### config.mk
export PLATFORM = sky130hd
export DESIGN_NAME = mem_arbiter
export DESIGN_NICKNAME = d
export VERILOG_FILES = /design/src/rtl/mem_arbiter_pkg.sv /design/src/rtl/mem_arbiter_req_latch.sv /design/src/rtl/mem_arbiter.sv
export SDC_FILE = /design/constraint.sdc
export NUM_CORES = 1
export LEC_CHECK = 0
export CAP_MARGIN = 20
export CORE_MARGIN = 5
export CORE_UTILIZATION = 47
export DETAILED_ROUTE_END_ITERATION = 10
export HOLD_SLACK_MARGIN = 0.15
export PLACE_DENSITY = 0.81
export SETUP_SLACK_MARGIN = 0.3
export SLEW_MARGIN = 20
export SYNTH_ARGS = -nofsm -noshare
export SYNTH_HDL_FRONTEND = slang
export SYNTH_HIERARCHICAL = 1
export SYNTH_SLANG_ARGS = --single-unit
### constraint.sdc
create_clock -name clk -period 2.59 [get_ports clk]
set_input_delay 0.518 -clock clk [delete_from_list [all_inputs] [get_ports clk]]
set_output_delay 0.518 -clock clk [all_outputs]
set_load 0.02 [all_outputs]
### src/rtl/mem_arbiter_pkg.sv
// Shared types, port ids and the round-robin pick used by the memory arbiter.
package mem_arbiter_pkg;

    // Arbiter FSM: one transaction outstanding at a time.
    typedef enum logic [1:0] {
        StIdle  = 2'd0,
        StWaitI = 2'd1,
        StWaitD = 2'd2
    } state_e;

    // Port ids, also the encoding of the last_grant bit.
    localparam logic PORT_I = 1'b0;
    localparam logic PORT_D = 1'b1;

    // Contested grants go to the port not served last; a lone requester always wins.
    function automatic logic rr_pick(input logic i_pend, input logic d_pend,
                                     input logic last_grant);
        logic pick;
        if (i_pend && d_pend) begin
            pick = ~last_grant;
        end else if (d_pend) begin
            pick = PORT_D;
        end else begin
            pick = PORT_I;
        end
        return pick;
    endfunction

endpackage

### src/rtl/mem_arbiter_req_latch.sv
// Per-port request holder: pending bit plus payload captured on the request pulse.
module mem_arbiter_req_latch
    import mem_arbiter_pkg::*;
#(
    parameter int unsigned MEM_SCALE = 27
) (
    input  logic                 clk,
    input  logic                 rst_n,
    input  logic                 set,
    input  logic                 clr,
    input  logic [MEM_SCALE-1:0] set_addr,
    input  logic [3:0]           set_we,
    input  logic [31:0]          set_wdata,
    output logic                 pending,
    output logic [MEM_SCALE-1:0] addr,
    output logic [3:0]           we,
    output logic [31:0]          wdata
);

    logic                 pending_q;
    logic [MEM_SCALE-1:0] addr_q;
    logic [3:0]           we_q;
    logic [31:0]          wdata_q;

    // Pending bit: set by an accepted request, cleared in the cycle the port is granted.
    // The caller never sets a port that is already pending, so set and clr never collide.
    always_ff @(posedge clk or negedge rst_n) begin
        if (!rst_n) begin
            pending_q <= 1'b0;
        end else if (set) begin
            pending_q <= 1'b1;
        end else if (clr) begin
            pending_q <= 1'b0;
        end
    end

    // Payload is captured with the request and held until the next accepted request,
    // so it stays valid on the memory bus for the whole transaction.
    always_ff @(posedge clk or negedge rst_n) begin
        if (!rst_n) begin
            addr_q  <= '0;
            we_q    <= '0;
            wdata_q <= '0;
        end else if (set) begin
            addr_q  <= set_addr;
            we_q    <= set_we;
            wdata_q <= set_wdata;
        end
    end

    assign pending = pending_q;
    assign addr    = addr_q;
    assign we      = we_q;
    assign wdata   = wdata_q;

endmodule

### src/rtl/mem_arbiter.sv
// Round-robin arbiter between the ICACHE refill port and the DCACHE load/store port
// onto a single DRAM controller port, one transaction in flight at a time.
module mem_arbiter
    import mem_arbiter_pkg::*;
#(
    parameter int unsigned MEM_SCALE = 27,
    parameter int unsigned CNT_WIDTH = 32
) (
    input  logic                 clk,
    input  logic                 rst_n,
    // instruction refill side
    input  logic                 i_oe,
    input  logic [MEM_SCALE-1:0] i_addr,
    output logic [31:0]          i_rdata,
    output logic                 i_valid,
    // data side
    input  logic                 d_oe,
    input  logic [3:0]           d_we,
    input  logic [MEM_SCALE-1:0] d_addr,
    input  logic [31:0]          d_wdata,
    output logic [31:0]          d_rdata,
    output logic                 d_valid,
    // DRAM controller side
    output logic                 mem_oe,
    output logic [3:0]           mem_we,
    output logic [MEM_SCALE-1:0] mem_addr,
    output logic [31:0]          mem_wdata,
    input  logic                 mem_ready,
    input  logic [31:0]          mem_rdata,
    input  logic                 mem_valid,
    // status
    output logic                 proto_err,
    output logic [CNT_WIDTH-1:0] cnt_i_wait,
    output logic [CNT_WIDTH-1:0] cnt_d_wait
);

    state_e               state_q;
    logic                 last_grant_q;
    logic                 proto_err_q;
    logic [CNT_WIDTH-1:0] cnt_i_q;
    logic [CNT_WIDTH-1:0] cnt_d_q;

    logic                 i_pend;
    logic                 d_pend;
    logic [MEM_SCALE-1:0] i_lat_addr;
    logic [MEM_SCALE-1:0] d_lat_addr;
    logic [3:0]           i_lat_we;
    logic [3:0]           d_lat_we;
    logic [31:0]          i_lat_wdata;
    logic [31:0]          d_lat_wdata;

    logic i_busy;
    logic d_busy;
    logic i_set;
    logic d_set;
    logic i_err;
    logic d_err;
    logic i_clr;
    logic d_clr;
    logic grant;
    logic grant_port;
    logic sel_port;
    logic idle_resp;

    // Request acceptance, error detection and grant decision.
    always_comb begin
        // A port is busy while pending or in flight; its completing cycle is free again.
        i_busy     = i_pend || (state_q == StWaitI && !mem_valid);
        d_busy     = d_pend || (state_q == StWaitD && !mem_valid);
        i_set      = i_oe && !i_busy;
        d_set      = d_oe && !d_busy;
        i_err      = i_oe && i_busy;
        d_err      = d_oe && d_busy;
        idle_resp  = mem_valid && (state_q == StIdle);

        grant      = (state_q == StIdle) && mem_ready && (i_pend || d_pend);
        grant_port = rr_pick(i_pend, d_pend, last_grant_q);
        i_clr      = grant && (grant_port == PORT_I);
        d_clr      = grant && (grant_port == PORT_D);

        // Bus payload follows the grant in IDLE and the owning port while in flight.
        case (state_q)
            StWaitI: sel_port = PORT_I;
            StWaitD: sel_port = PORT_D;
            default: sel_port = grant_port;
        endcase
    end

    mem_arbiter_req_latch #(
        .MEM_SCALE (MEM_SCALE)
    ) u_req_latch_i (
        .clk       (clk),
        .rst_n     (rst_n),
        .set       (i_set),
        .clr       (i_clr),
        .set_addr  (i_addr),
        .set_we    (4'b0000),
        .set_wdata (32'h0000_0000),
        .pending   (i_pend),
        .addr      (i_lat_addr),
        .we        (i_lat_we),
        .wdata     (i_lat_wdata)
    );

    mem_arbiter_req_latch #(
        .MEM_SCALE (MEM_SCALE)
    ) u_req_latch_d (
        .clk       (clk),
        .rst_n     (rst_n),
        .set       (d_set),
        .clr       (d_clr),
        .set_addr  (d_addr),
        .set_we    (d_we),
        .set_wdata (d_wdata),
        .pending   (d_pend),
        .addr      (d_lat_addr),
        .we        (d_lat_we),
        .wdata     (d_lat_wdata)
    );

    // Transaction FSM and round-robin history.
    always_ff @(posedge clk or negedge rst_n) begin
        if (!rst_n) begin
            state_q      <= StIdle;
            last_grant_q <= PORT_D;
        end else begin
            case (state_q)
                StIdle: begin
                    if (grant) begin
                        last_grant_q <= grant_port;
                        state_q      <= (grant_port == PORT_I) ? StWaitI : StWaitD;
                    end
                end
                StWaitI, StWaitD: begin
                    if (mem_valid) begin
                        state_q <= StIdle;
                    end
                end
                default: state_q <= StIdle;
            endcase
        end
    end

    // Sticky protocol error: overlapping request on a port, or a response with nothing open.
    always_ff @(posedge clk or negedge rst_n) begin
        if (!rst_n) begin
            proto_err_q <= 1'b0;
        end else if (i_err || d_err || idle_resp) begin
            proto_err_q <= 1'b1;
        end
    end

    // Wait counters: every cycle a port is pending, including its grant cycle; wrap freely.
    always_ff @(posedge clk or negedge rst_n) begin
        if (!rst_n) begin
            cnt_i_q <= '0;
            cnt_d_q <= '0;
        end else begin
            if (i_pend) begin
                cnt_i_q <= cnt_i_q + CNT_WIDTH'(1);
            end
            if (d_pend) begin
                cnt_d_q <= cnt_d_q + CNT_WIDTH'(1);
            end
        end
    end

    // Memory request and response routing.
    always_comb begin
        mem_oe     = grant;
        mem_addr   = (sel_port == PORT_D) ? d_lat_addr  : i_lat_addr;
        mem_we     = (sel_port == PORT_D) ? d_lat_we    : i_lat_we;
        mem_wdata  = (sel_port == PORT_D) ? d_lat_wdata : i_lat_wdata;
        i_valid    = mem_valid && (state_q == StWaitI);
        d_valid    = mem_valid && (state_q == StWaitD);
        i_rdata    = mem_rdata;
        d_rdata    = mem_rdata;
        proto_err  = proto_err_q;
        cnt_i_wait = cnt_i_q;
        cnt_d_wait = cnt_d_q;
    end

endmodule

==> key figures <==
Run status
  • Outcome: finished, violations left
  • Failing checks: negative setup slack

STA
  • Clock Skew: 14.3 ps
  • Period utilization: 110%
  • Max-slew violation count: 0
  • Fin worst setup slack: -255 ps
  • Max Freq: 351 MHz
  • RSZ-0062 raised after global routing: yes
  • Hold Violations, Final: 0
  • Min cycle time layout: 2850 ps
  • Final setup violation count: 63
  • Slew @ Worst Pin: 600 ps
  • Worst slew margin: 59.7%
  • Hold WS: 471 ps

Routing
  • Routed via count: 6018
  • Uppermost layer routed: met4
  • # DRC: 0
  • Antenna viol nets, final: 0
  • Met2 wire length: 10800 µm
  • Drt wl/cell: between 15 and 20 µm
  • Via density: 4.92
  • Met3 Routed Length: ~1500 µm
  • Iter 0 DRT Violations: 280
  • M1 wire length: 10000 µm
  • Drt total wl: 22600 µm
  • Initial DRT Pass Iterations: 4

Cells and area
  • Ant diodes: 0
  • Commonest non-fill, non-tap cell in the layout: dfrtp_1
  • Layout area overhead: 33.8%
  • Layout cells sized above 1: ~37%
  • Final core occ: 63.5%
  • Layout net count: 1067
  • Fillers: ~1600
  • Most frequent cells in the layout: dfrtp_1, mux2_4, clkdlybuf4s50_1, buf_6, xnor2_1

Global route
  • Antenna violations before repair: 0
  • Number of global-route vias before repair: 6701
  • GR Util All Layers: 18.7%
  • First-pass GRT wire length: roughly 36000 µm
  • Pin count of the biggest net entering global routing: 68
  • Total gr overflow: 0

Critical path
  • Req. time, crit path: 2070 ps
  • Worst setup EP type: output port
  • Worst r2r path cells: 9
  • Critical path class: reg -> out
  • Crit path DAT: between 2000 and 2500 ps
  • Max FO, Critical Path: 8
  • Critical Path Start Type: flop

Place
  • Pre-CTS WS: -177 ps
  • GP Congestion: 0.799
  • DP HPWL: 15000 µm
  • IO buf count: 226

Yosys
  • Synthesized cell area: 0.00991 mm²
  • Number of synthesized flops with an enable pin: 0
  • Synth cell types: 44
  • Register area share after synthesis: 49.5%
  • Main synth FF type: dfrtp_1
  • Syn Inst Count: 692
  • Ys async rst share: 100%
  • Ys Warns: 6
  • #FFs+latches synth: 196
  • Synthesized area per cell: 14.3 µm²

Pwr
  • Net Sw Frac: 35.0%
  • Clock share of power: 14.6%
  • LEAKAGE: between 0.006 and 0.007 µW
  • Psw: between 6000 and 7000 µW
  • Comb pwr share: 56.8%
  • Worst vdd ir: 0.000940 V
  • Part of the power in registers: 28.6%
  • P per Cell Area: ~1300 mW/mm²
  • Internal power: 11600 µW

Clock tree
  • CTS H-tree depth: 4
  • CTS tree: done
  • Root buffer cell: clkbuf_16
  • Clock buffer depth: 2
  • Clock Latency Late Sink: between 400 and 500 ps
  • Number of CTS-inserted buffers: 17
  • Clock sinks: 196
  • Clock slew at reported path FFs: ~80 ps

Floorplanning
  • Rows: 53
  • Core ar.: 0.0209 mm²
  • Initial core utilization: ~47%
  • Die span in y: 155 µm
  • Number of placed I/O pins: 323
  • Die area: 0.0241 mm²
  • Die X-Extent: around 160 µm

Flow run
  • Max Cap Viol: 0

Worst hold path
  • WHS Path Cells: 1
  • Min-delay worst type: reg -> reg
timing repair:
item | CTS | global route
setup endpoints to repair | 66 | 64
gates cloned | 5 | 1
buffers inserted | 14 | 7
pin swaps | 1 | 1
endpoints found under the hold margin | 61 | 0
gates resized for setup | 373 | 35
hold buffers | 1 | 0
power groups by stage:
stage               clock, µW  combinational, µW  sequential [µW]
floorplan                   0               5320             4900
global placement            0               8050             5060
detailed placement          0               8170             5070
CTS                      2680               9580             5080
global route             2820              10600             5230
finish                   2600              10100             5100
kinds of logic after synthesis:
group | synth area share, %
AO/OA/AOI/OAI | 0.770
XOR/XNOR | 5.48
adder cells (fa/ha/maj) | 0.631
buffers and inverters | 8.51
flip-flops | 49.5
multiplexers | 26.4
other | 0.0378
AND/OR/NAND/NOR | 8.67
Yosys cell counts, types with 2 or more instances:
| library cell | n | share of area (%) |
|---|---|---|
| nand3_1 | 17 | 0.86 |
| mux2_4 | 118 | 18 |
| nand2_1 | 26 | 0.98 |
| buf_12 | 12 | 2.4 |
| and2_1 | 5 | 0.32 |
| nor3_1 | 4 | 0.20 |
| dfrtp_1 | 195 | 49 |
| buf_4 | 64 | 4.8 |
| nor2_1 | 9 | 0.34 |
| ha_1 | 5 | 0.63 |
| a21oi_1 | 3 | 0.15 |
| buf_6 | 3 | 0.34 |
| nand4_1 | 19 | 1.2 |
| nor2b_1 | 2 | 0.13 |
| a21o_1 | 2 | 0.15 |
| nor4_1 | 4 | 0.25 |
| nand3_2 | 2 | 0.20 |
| mux2_1 | 60 | 6.8 |
| nand4_2 | 4 | 0.51 |
| and3_1 | 7 | 0.44 |
| nor4_2 | 4 | 0.51 |
| xnor2_1 | 42 | 3.7 |
| and4_1 | 6 | 0.53 |
| buf_2 | 8 | 0.40 |
| nor3_2 | 2 | 0.20 |
| nor4_4 | 6 | 1.3 |
| mux2_2 | 13 | 1.5 |
| and3_2 | 3 | 0.23 |
| o211ai_1 | 2 | 0.15 |
| xor2_1 | 20 | 1.8 |
| inv_1 | 12 | 0.45 |
per-layer routing:
layer  vias up  GRT usage (%)
met3        26           5.54
met4         0           5.46
met2       169           30.2
li1       2813              -
met5         -              0
met1      3010           24.5
flip-flops by register name, summed over array words and instances (netlist names), 2 cells and up:
name	flops
u_req_latch_d/wdata	32
u_req_latch_d/addr	27
u_req_latch_i/we	4
u_req_latch_i/addr	27
u_req_latch_d/we	4
state_q	2
u_req_latch_i/wdata	32
cnt_i_wait	32
cnt_d_wait	32
area by class of cell:
type	count	area [µm²]	share of cell area, %
well taps	275	344	2.60
inverters	12	45.0	0.340
clock buffers	19	453	3.42
repair buffers	276	2890	21.8
flip-flops and latches	196	4910	37.0
multi-input cells	431	4480	33.8
clock inverters	13	133	1.00
critical path, stage by stage, from the launching register on:
cell	delay, ps
dfrtp_1	360
inv_2	60
ha_4	280
mux2i_4	250
buf_6	140
buf_8	120
buf_12	100
buf_16	130
mux2_4	320
buf_6	130
per-stage QoR:
step                cells  TNS (ps)  total power [µW]  area (µm²)
floorplan             727         0             10200       10000
detailed placement   1162     -8540             13200       12200
finish               1222    -10190             17800       13300
global route         1222    -15660             18700       13300
global placement     1162     -6590             13100       12200
CTS                  1214    -11980             17300       13100
path summary, 6_finish.rpt:
path / start / endpoint / slack, ps
max in group asynchronous: rst_n / u_req_latch_i/wdata[26] / 1230
max: state_q[1] / mem_wdata[7] / -260
min reg2reg: cnt_i_wait[31] / cnt_i_wait[31] / 470
max reg2reg: state_q[1] / u_req_latch_i/addr[2] / 430
min: cnt_i_wait[31] / cnt_i_wait[31] / 470
min in group asynchronous: rst_n / u_req_latch_d/wdata[16] / 650
No activity file was read; power rests on OpenSTA's default activity.
